[src/rtl/register_ram_arbiter_pkg.sv]
// Shared definitions for the register RAM arbiter: operand size codes, FSM states,
// grant identity and the size-to-byte-enable decode.
package register_ram_arbiter_pkg;

    localparam logic [1:0] SIZE_BYTE = 2'b00;
    localparam logic [1:0] SIZE_WORD = 2'b01;
    localparam logic [1:0] SIZE_LONG = 2'b10;

    typedef enum logic [1:0] {
        StClear,
        StIdle,
        StAck
    } state_e;

    typedef enum logic {
        GrantA,
        GrantB
    } grant_e;

    // Size code 11 is treated as a long access.
    function automatic logic [3:0] size_to_be(input logic [1:0] size);
        logic [3:0] be;
        case (size)
            SIZE_BYTE: be = 4'b0001;
            SIZE_WORD: be = 4'b0011;
            default:   be = 4'b1111;
        endcase
        return be;
    endfunction

endpackage

[src/rtl/register_read_format.sv]
// Formats raw RAM read data according to operand size, with optional sign extension
// of byte and word reads.
module register_read_format
    import register_ram_arbiter_pkg::*;
(
    input  logic [1:0]  size,
    input  logic        sext,
    input  logic [31:0] data,
    output logic [31:0] result
);

    always_comb begin
        result = data;
        case (size)
            SIZE_BYTE: result = {{24{sext & data[7]}}, data[7:0]};
            SIZE_WORD: result = {{16{sext & data[15]}}, data[15:0]};
            default:   result = data;
        endcase
    end

endmodule

[src/rtl/register_ram_arbiter.sv]
// Round-robin arbiter sharing a single-port byte-enabled register RAM between requesters
// A and B; clears the RAM after reset and formats read data for the acknowledged port.
module register_ram_arbiter
    import register_ram_arbiter_pkg::*;
#(
    parameter int unsigned ADDR_WIDTH     = 3,
    parameter bit          CLEAR_ON_RESET = 1'b1
) (
    input  logic                  clock,
    input  logic                  reset_n,
    input  logic                  a_req,
    input  logic                  a_we,
    input  logic [ADDR_WIDTH-1:0] a_addr,
    input  logic [1:0]            a_size,
    input  logic                  a_sext,
    input  logic [31:0]           a_wdata,
    output logic                  a_ack,
    output logic [31:0]           a_rdata,
    input  logic                  b_req,
    input  logic                  b_we,
    input  logic [ADDR_WIDTH-1:0] b_addr,
    input  logic [1:0]            b_size,
    input  logic                  b_sext,
    input  logic [31:0]           b_wdata,
    output logic                  b_ack,
    output logic [31:0]           b_rdata,
    output logic                  init_done,
    output logic [ADDR_WIDTH-1:0] ram_address,
    output logic [3:0]            ram_byte_enable,
    output logic                  ram_write_enable,
    output logic [31:0]           ram_data_input,
    input  logic [31:0]           ram_data_output
);

    localparam state_e ResetState = CLEAR_ON_RESET ? StClear : StIdle;

    state_e                state_q, state_d;
    grant_e                last_grant_q, last_grant_d;
    grant_e                grant_q, grant_d;
    logic [ADDR_WIDTH-1:0] clear_cnt_q, clear_cnt_d;
    logic                  init_done_q, init_done_d;
    logic                  op_we_q, op_we_d;
    logic [1:0]            op_size_q, op_size_d;
    logic                  op_sext_q, op_sext_d;
    logic                  write_enable;
    logic                  grant_b;
    logic [31:0]           read_formatted;

    always_ff @(posedge clock or negedge reset_n) begin
        if (!reset_n) begin
            state_q      <= ResetState;
            last_grant_q <= GrantB;
            grant_q      <= GrantA;
            clear_cnt_q  <= '0;
            init_done_q  <= !CLEAR_ON_RESET;
            op_we_q      <= 1'b0;
            op_size_q    <= SIZE_LONG;
            op_sext_q    <= 1'b0;
        end else begin
            state_q      <= state_d;
            last_grant_q <= last_grant_d;
            grant_q      <= grant_d;
            clear_cnt_q  <= clear_cnt_d;
            init_done_q  <= init_done_d;
            op_we_q      <= op_we_d;
            op_size_q    <= op_size_d;
            op_sext_q    <= op_sext_d;
        end
    end

    always_comb begin
        state_d         = state_q;
        last_grant_d    = last_grant_q;
        grant_d         = grant_q;
        clear_cnt_d     = clear_cnt_q;
        init_done_d     = init_done_q;
        op_we_d         = op_we_q;
        op_size_d       = op_size_q;
        op_sext_d       = op_sext_q;
        ram_address     = '0;
        ram_byte_enable = '0;
        ram_data_input  = '0;
        write_enable    = 1'b0;
        grant_b         = 1'b0;

        unique case (state_q)
            StClear: begin
                ram_address     = clear_cnt_q;
                ram_byte_enable = 4'b1111;
                write_enable    = 1'b1;
                clear_cnt_d     = clear_cnt_q + 1'b1;
                if (clear_cnt_q == {ADDR_WIDTH{1'b1}}) begin
                    state_d     = StIdle;
                    init_done_d = 1'b1;
                end
            end
            StIdle: begin
                if (a_req || b_req) begin
                    // On a tie the requester not granted last time wins.
                    grant_b = b_req && (!a_req || last_grant_q == GrantA);
                    if (grant_b) begin
                        ram_address     = b_addr;
                        ram_byte_enable = size_to_be(b_size);
                        ram_data_input  = b_wdata;
                        write_enable    = b_we;
                        op_we_d         = b_we;
                        op_size_d       = b_size;
                        op_sext_d       = b_sext;
                        grant_d         = GrantB;
                    end else begin
                        ram_address     = a_addr;
                        ram_byte_enable = size_to_be(a_size);
                        ram_data_input  = a_wdata;
                        write_enable    = a_we;
                        op_we_d         = a_we;
                        op_size_d       = a_size;
                        op_sext_d       = a_sext;
                        grant_d         = GrantA;
                    end
                    last_grant_d = grant_b ? GrantB : GrantA;
                    state_d      = StAck;
                end
            end
            StAck: begin
                state_d = StIdle;
            end
            default: begin
                state_d = ResetState;
            end
        endcase
    end

    // Reset drops the state into CLEAR immediately; keep the RAM from being written
    // until reset is actually released.
    assign ram_write_enable = write_enable & reset_n;
    assign init_done        = init_done_q;

    register_read_format u_read_format (
        .size   (op_size_q),
        .sext   (op_sext_q),
        .data   (ram_data_output),
        .result (read_formatted)
    );

    assign a_ack   = (state_q == StAck) && (grant_q == GrantA);
    assign b_ack   = (state_q == StAck) && (grant_q == GrantB);
    assign a_rdata = (a_ack && !op_we_q) ? read_formatted : 32'h0;
    assign b_rdata = (b_ack && !op_we_q) ? read_formatted : 32'h0;

endmodule

[config.mk]
export PLATFORM = sky130hd
export DESIGN_NAME = register_ram_arbiter
export DESIGN_NICKNAME = d
export VERILOG_FILES = /design/src/rtl/register_ram_arbiter_pkg.sv /design/src/rtl/register_read_format.sv /design/src/rtl/register_ram_arbiter.sv
export SDC_FILE = /design/constraint.sdc
export NUM_CORES = 1
export LEC_CHECK = 0
export CAP_MARGIN = 10
export CORE_UTILIZATION = 25
export DETAILED_ROUTE_END_ITERATION = 6
export PLACE_DENSITY = 0.84
export SYNTH_ARGS = -nofsm -noshare
export SYNTH_HDL_FRONTEND = slang
export SYNTH_SLANG_ARGS = --single-unit
export TNS_END_PERCENT = 1
[constraint.sdc]
create_clock -name clock -period 1.35 [get_ports clock]
set_input_delay 0.2025 -clock clock [delete_from_list [all_inputs] [get_ports clock]]
set_output_delay 0.2025 -clock clock [all_outputs]
set_load 0.01 [all_outputs]
==> summary.txt, run 1 <==
Timing
  – Final hold viol count: 0
  – Worst Skew: ~0.0008 ns
  – Minimum clock period: around 1.8 ns
  – Max Freq: 545.0 MHz
  – Tcrit/Tclk final: 135.9%
  – Final setup viols: 107
  – Relative slew slack: 83.80%
  – Count of pins over their slew limit: 0
  – Worst hold slack: 0.2918 ns
  – Worst slew pin tran: around 0.24 ns
  – Setup TNS Final: -40.33 ns
  – Final setup margin: -0.4850 ns
  – RSZ-0062 raised after global routing: yes

Clocking
  – Clk slew on worst S/H paths: 0.05 ns
  – H-tree levels: 1
  – Clk_lat worst skew: 0.24 ns
  – TritonCTS Sinks: 12
  – Inserted Clock Buffers: 3
  – CTS tree: built
  – Hold-fix buffers at CTS: 0
  – Clk buf depth: 2
  – Root Buffer: clkbuf_8

Run
  – Number of max-cap violations: 0

Placement
  – Pre-CTS setup slack: -0.8454 ns
  – GP Congestion: around 0.86
  – Area post-placement: 0.004507 mm2
  – Port Buffers: between 200 and 250
  – Post-placement cell count: 628
  – Detailed Place HPWL: 7.120 mm

Cells and area
  – Fin area: approximately 0.0046 mm2
  – Diodes inserted: 0
  – Final Non-Filler Cells: ~640
  – Area grow syn2layout: 147.3%
  – Post-layout nets: 665
  – Share of cells above drive strength 1: approximately 45%

Synthesis
  – Top post-synthesis cells by count: nand2_1, a21oi_1, nor2_1, and2_1, a21oi_2
  – Synthesized Nets: between 400 and 500
  – Top cell type's share of synthesized area: 18.71%
  – Synth unique cells: 39
  – Syn Area/Cell: 6.172 um2
  – Most frequent cell after synthesis: nand2_1
  – Post-synth ARST share: 100.0%
  – Synthesis Warnings: 0
  – Post-Synthesis Cells: between 200 and 300
  – Cell taking the most area after synthesis: nand2_1
  – Count of state elements after synthesis: 12
  – Seq/Total Area, Yosys: between 15 and 20%
  – Prevailing post-synth register cell: dfrtp_1
  – Synth top area cells: nand2_1, a21oi_1, dfrtp_1, a21oi_2, and2_1
  – Post-synth EDFFs: 0
  – Mapped cell area: around 0.0018 mm2

Detailed routing
  – Vias: 3,080
  – Top Layer Used: met4
  – # DRC: 0
  – Final ANT Viol Nets: 0
  – Met3 Routed Length: ~800 um
  – Mean routed wirelength per cell: ~15 um
  – Initial DRC Count: 40
  – Via density: between 4 and 5
  – Met1 wire length: 3.439 mm
  – Metal2 WL: 5.022 mm
  – Drt total wl: 9.453 mm
  – 1st-pass router iterations: 4

Critical path
  – Reg-to-reg endpoint: clear_cnt_q[2]
  – CP max stage cell: dfrtp_1
  – Worst EP arrival: 1.63 ns
  – Worst-case register-to-register setup slack: -0.03 ns
  – Register-to-Register Path Depth: 5
  – CP required: between 1 and 1.5 ns
  – Setup crit end kind: output pin
  – Peak per-stage delay on the critical path: 0.39 ns
  – Worst r2r src: state_q[1]
  – Crit-path cells: buf_6 > nand3b_1 > or2_4 > buf_12 > a21oi_2 > buf_2
  – Critical path class: flop to output pin
  – Startpoint Class: flop
  – CP max FO: 12

Floorplan
  – Initial core utilization: roughly a quarter
  – I/O pins: between 200 and 250
  – Die area: 0.007730 mm2
  – CORE AREA: 0.006944 mm2
  – Chip Width: 87.92 um
  – Die height: 87.92 um
  – Row count: 30

Pwr
  – VDD IR max: 645.2 uV
  – Cell Pwr Density: 1177 mW/mm2
  – Pleak: 2.143 nW
  – Clk pwr share: 7.3%
  – Sequential share of power: 13.2%
  – Switching Power: 2.437 mW
  – Cell-internal power: 2.932 mW
  – Switching share of power: 45.39%
  – Comb pwr share: 79.6%

Global routing
  – Initial antenna violation count: 0
  – Pin count of the biggest net entering global routing: 25
  – First-pass GRT wire length: ~14 mm
  – Final global-route overflow total: 0
  – Vias in the first global route: 2,977
  – Total track usage: 22.83%

Min path
  – HP Class: primary input to asynchronous set/reset pin

Outcome
  – Violated checks: negative setup slack
  – Outcome: finished with violations
==> layout by cell type (no fill, tap or decap), types with 10 or more instances in the layout <==
master,netlist,final
a21oi_2,14,32
nor2_2,6,12
a21oi_4,0,12
a21oi_1,55,25
dfrtp_1,10,10
clkdlybuf4s50_1,0,110
buf_6,8,28
buf_2,12,89
nor2_1,23,15
and2_1,16,16
buf_4,1,31
nand2_1,92,86
==> layer usage <==
layer	GRT usage, %	up-vias
li1	-	1489
met1	24.39	1418
met2	44.75	155
met3	4.053	18
met4	7.303	0
met5	0	-
==> final cells by class <==
type	instances	area, um2
repair buffers	275	2427
fillers	569	2381
multi-input cells	254	1647
flip-flops and latches	12	302.8
well taps	96	120.1
clock buffers	4	55.05
inverters	3	11.26
==> sequential cells by signal (all words and copies together) (netlist names) <==
signal        count
init_done         1
state_q           2
last_grant_q      1
op_sext_q         1
op_size_q         2
op_we_q           1
clear_cnt_q       3
grant_q           1
==> kinds of logic after synthesis <==
group | count (synthesis) | synth area share, %
buf+inv | 33 | 10.98
compound gates | 94 | 31.19
flops | 12 | 16.41
mux | 6 | 3.458
fa+ha+maj | 2 | 1.356
xor+xnor | 1 | 0.4747
simple gates | 151 | 36.14
==> worst max path at each step <==
stage                             startpoint                end  slack [ns]
after CTS                         state_q[0]        b_rdata[25]       -0.50
after detailed placement               a_req  ram_data_input[2]       -0.85
after global routing              state_q[0]        b_rdata[25]       -0.57
final                             state_q[0]        b_rdata[27]       -0.48
after global placement    ram_data_output[7]        a_rdata[18]       -0.82
after floorplan                   state_q[0]        a_rdata[19]       -0.20
==> power groups by stage <==
stage / sequential, mW / combinational, mW / clock, mW
after floorplan: 0.681 / 1.98 / 0
after global placement: 0.688 / 3.84 / 0
after detailed placement: 0.697 / 3.91 / 0
after CTS: 0.702 / 4.17 / 0.395
after global routing: 0.727 / 4.58 / 0.419
final: 0.707 / 4.27 / 0.391
==> per-stage QoR <==
stage | utilization (%) | power [mW]
after floorplan | - | 2.663
after global placement | 64.90 | 4.526
after detailed placement | 64.90 | 4.611
after CTS | 64.38 | 5.269
after global routing | 65.71 | 5.724
final | 65.71 | 5.369
==> timing repair <==
action	CTS	global route
gates cloned	5	0
pin swaps	31	2
buffers inserted	7	0
endpoints found under the setup margin	115	111
hold endpoints to repair	0	0
resized for setup	492	28
==> critical path, delay by kind of cell, from the launching register on <==
kind	cells	cell delay, ns
AND/OR/NAND/NOR	2	0.46
AO/OA/AOI/OAI	1	0.11
buffers and inverters	3	0.44
flip-flops	1	0.39
No activity file was read; power rests on OpenSTA's default activity.
==> inputs of run 2 (changes only) <==
- GPL_TIMING_DRIVEN: unset -> 1
==> results of run 2 <==
No change in the layout: final DEF, timing and power equal those of run 1.
==> inputs of run 3 (changes only) <==
- PLACE_DENSITY: 0.84 -> 0.87
==> run 3 against run 2 <==
  * Routed wire length increased by 10%
  * The run still ends with negative setup slack left
  * Critical path type unchanged
  * Global-route usage increased by 3.8 points
  * Sequential cell count unchanged
  * Clock power increased by 4%
  * Combinational power increased by 4%
  * Worst hold slack got worse by 0.0079 ns
  * Critical endpoint is now b_rdata[31]
  * Clock skew increased by 0.0025 ns
  * Sequential power increased by 5.8%
  * First-iteration DRC count increased by 45%
  * Die area unchanged
  * Via count increased by 1.7%
  * Count of clock-buffer cells in the layout unchanged
==> summary.txt, run 3 (synthesis gave the netlist of run 1 again) <==
Placement
  – Detailed Place HPWL: 7.359 mm
  – GP Congestion: 0.8327
  – Post-placement cell count: 625
  – Port Buffers: 220

Floorplan
  – Initial core utilization: 26.58%
  – Chip Width: 87.92 um
  – Die area: 0.007730 mm2
  – CORE AREA: 0.006944 mm2
  – Row count: 30
  – Die height: 87.92 um
  – I/O pins: 221

Global routing
  – First-pass GRT wire length: about 16 mm
  – Pin count of the biggest net entering global routing: 22
  – Initial antenna violation count: 0
  – Total track usage: between 20% and 30%
  – Vias in the first global route: 3,279
  – Final global-route overflow total: 0

Detailed routing
  – Via density: roughly 4.8
  – Final ANT Viol Nets: 0
  – 1st-pass router iterations: 4
  – Vias: 3,133
  – # DRC: 0
  – Drt total wl: approximately 10 mm
  – Mean routed wirelength per cell: approximately 16 um
  – Initial DRC Count: 58

Critical path
  – Reg-to-reg endpoint: op_size_q[1]
  – Startpoint Class: flop
  – Setup crit end kind: output pin
  – Critical path class: flop to output pin
  – Worst EP arrival: between 1.5 and 2 ns
  – Register-to-Register Path Depth: 6
  – Worst r2r src: last_grant_q
  – CP max FO: 6
  – CP required: 1.15 ns
  – Worst-case register-to-register setup slack: -0.06 ns

Pwr
  – Pleak: 2.209 nW
  – Cell Pwr Density: 1189 mW/mm2
  – VDD IR max: 608.3 uV

Timing
  – Final setup viols: 110
  – Minimum clock period: 1.904 ns
  – Max Freq: about 530 MHz
  – RSZ-0062 raised after global routing: yes
  – Tcrit/Tclk final: 141.1%
  – Worst hold slack: ~0.28 ns
  – Final hold viol count: 0
  – Worst Skew: ~0.0033 ns
  – Count of pins over their slew limit: 0
  – Worst slew pin tran: 0.2616 ns
  – Relative slew slack: 82.50%
  – Final setup margin: -0.5542 ns

Cells and area
  – Diodes inserted: 0
  – Commonest non-fill, non-tap cell in the layout: clkdlybuf4s50_1
  – Most frequent cells in the layout: clkdlybuf4s50_1, nand2_1, buf_2
  – Area grow syn2layout: 155.6%
  – Final Non-Filler Cells: 651
  – Post-layout nets: 672
  – Final Util: 67.93%
  – Top Registers: clear_cnt_q: 3 flops, op_size_q: 2 flops, state_q: 2 flops
  – Max reg flops: 3
  – Top reg by flops: clear_cnt_q
  – Share of cells above drive strength 1: 45.23%

Min path
  – HP Class: primary input to asynchronous set/reset pin

Clocking
  – H-tree levels: 1
  – CTS tree: built
  – Inserted Clock Buffers: 3
  – Root Buffer: clkbuf_8
  – Clk slew on worst S/H paths: 0.06 ns
  – Hold-fix buffers at CTS: 0
  – Clk_lat worst skew: approximately 0.25 ns
  – Clk buf depth: 2
  – TritonCTS Sinks: 12

Outcome
  – Outcome: finished with violations
  – Violated checks: negative setup slack

Run
  – Number of max-cap violations: 0
## run 3: cell count changes in the layout (fill, tap and decap cells not counted), sizes merged
| cell | previous run | this run |
|---|---|---|
| buf | 161 | 160 |
| clkbuf | 4 | 5 |
| clkdlybuf4s50 | 110 | 109 |
| dlygate4sd2 | 4 | 10 |
| clkdlybuf4s15 | 0 | 2 |
## run 3: stage by stage
stage	instance area (um2)	power (mW)	setup slack [ns]	TNS [ns]
after detailed placement	4467	4.591	-0.9716	-82.67
after CTS	4618	5.470	-0.5427	-45.99
after global routing	4717	5.982	-0.6252	-53.70
after floorplan	1959	2.663	-0.1984	-12.28
final	4717	5.606	-0.5542	-46.18
after global placement	4467	4.468	-0.9123	-78.39
## run 3: per-layer routing
| layer | track usage (%) | wire length (um) | up-vias |
|---|---|---|---|
| met5 | 0 | 0 | - |
| met4 | 10.88 | 296 | 0 |
| met3 | 5.844 | 748 | 25 |
| met2 | 51.44 | 5596 | 160 |
| met1 | 27.62 | 3794 | 1440 |
| li1 | - | - | 1508 |
## run 3: final cells by class
| type | count | area [um2] |
|---|---|---|
| multi-input cells | 254 | 1675 |
| flip-flops and latches | 12 | 304.0 |
| clock buffers | 4 | 55.05 |
| inverters | 3 | 11.26 |
| repair buffers | 282 | 2551 |
| well taps | 96 | 120.1 |
| fillers | 557 | 2227 |
## run 3: how the worst max path moves through the flow
| stage | from | to | slack, ns | depth (start not counted) |
|---|---|---|---|---|
| floorplan | state_q[0] | a_rdata[19] | -0.20 | 6 |
| global placement | a_req | ram_data_input[17] | -0.91 | 6 |
| detailed placement | a_req | ram_data_input[17] | -0.97 | 6 |
| CTS | state_q[0] | b_rdata[17] | -0.54 | 6 |
| global route | state_q[0] | b_rdata[20] | -0.63 | 6 |
| finish | state_q[0] | b_rdata[31] | -0.55 | 6 |
## run 3: repair_timing
action                                  CTS  global route
gates resized for setup                 474            42
endpoints found under the hold margin     0             0
pin swaps                                37            17
setup buffers                            16             0
gates cloned                              7             0
endpoints found under the setup margin  113           114
## run 3: worst max-delay path, cell delays in order, from the launching register on
cell,delay [ns]
dfrtp_1,0.39
buf_6,0.13
nand3b_1,0.17
or2_4,0.33
buf_16,0.17
a21oi_4,0.14
buf_6,0.13
## run 3: power by group
| part | leakage [nW] | internal, mW | switching (mW) |
|---|---|---|---|
| logic | 2.04 | 2.20 | 2.25 |
| registers | 0.136 | 0.564 | 0.184 |
| clock network | 0.0288 | 0.259 | 0.149 |
| total | 2.21 | 3.02 | 2.58 |
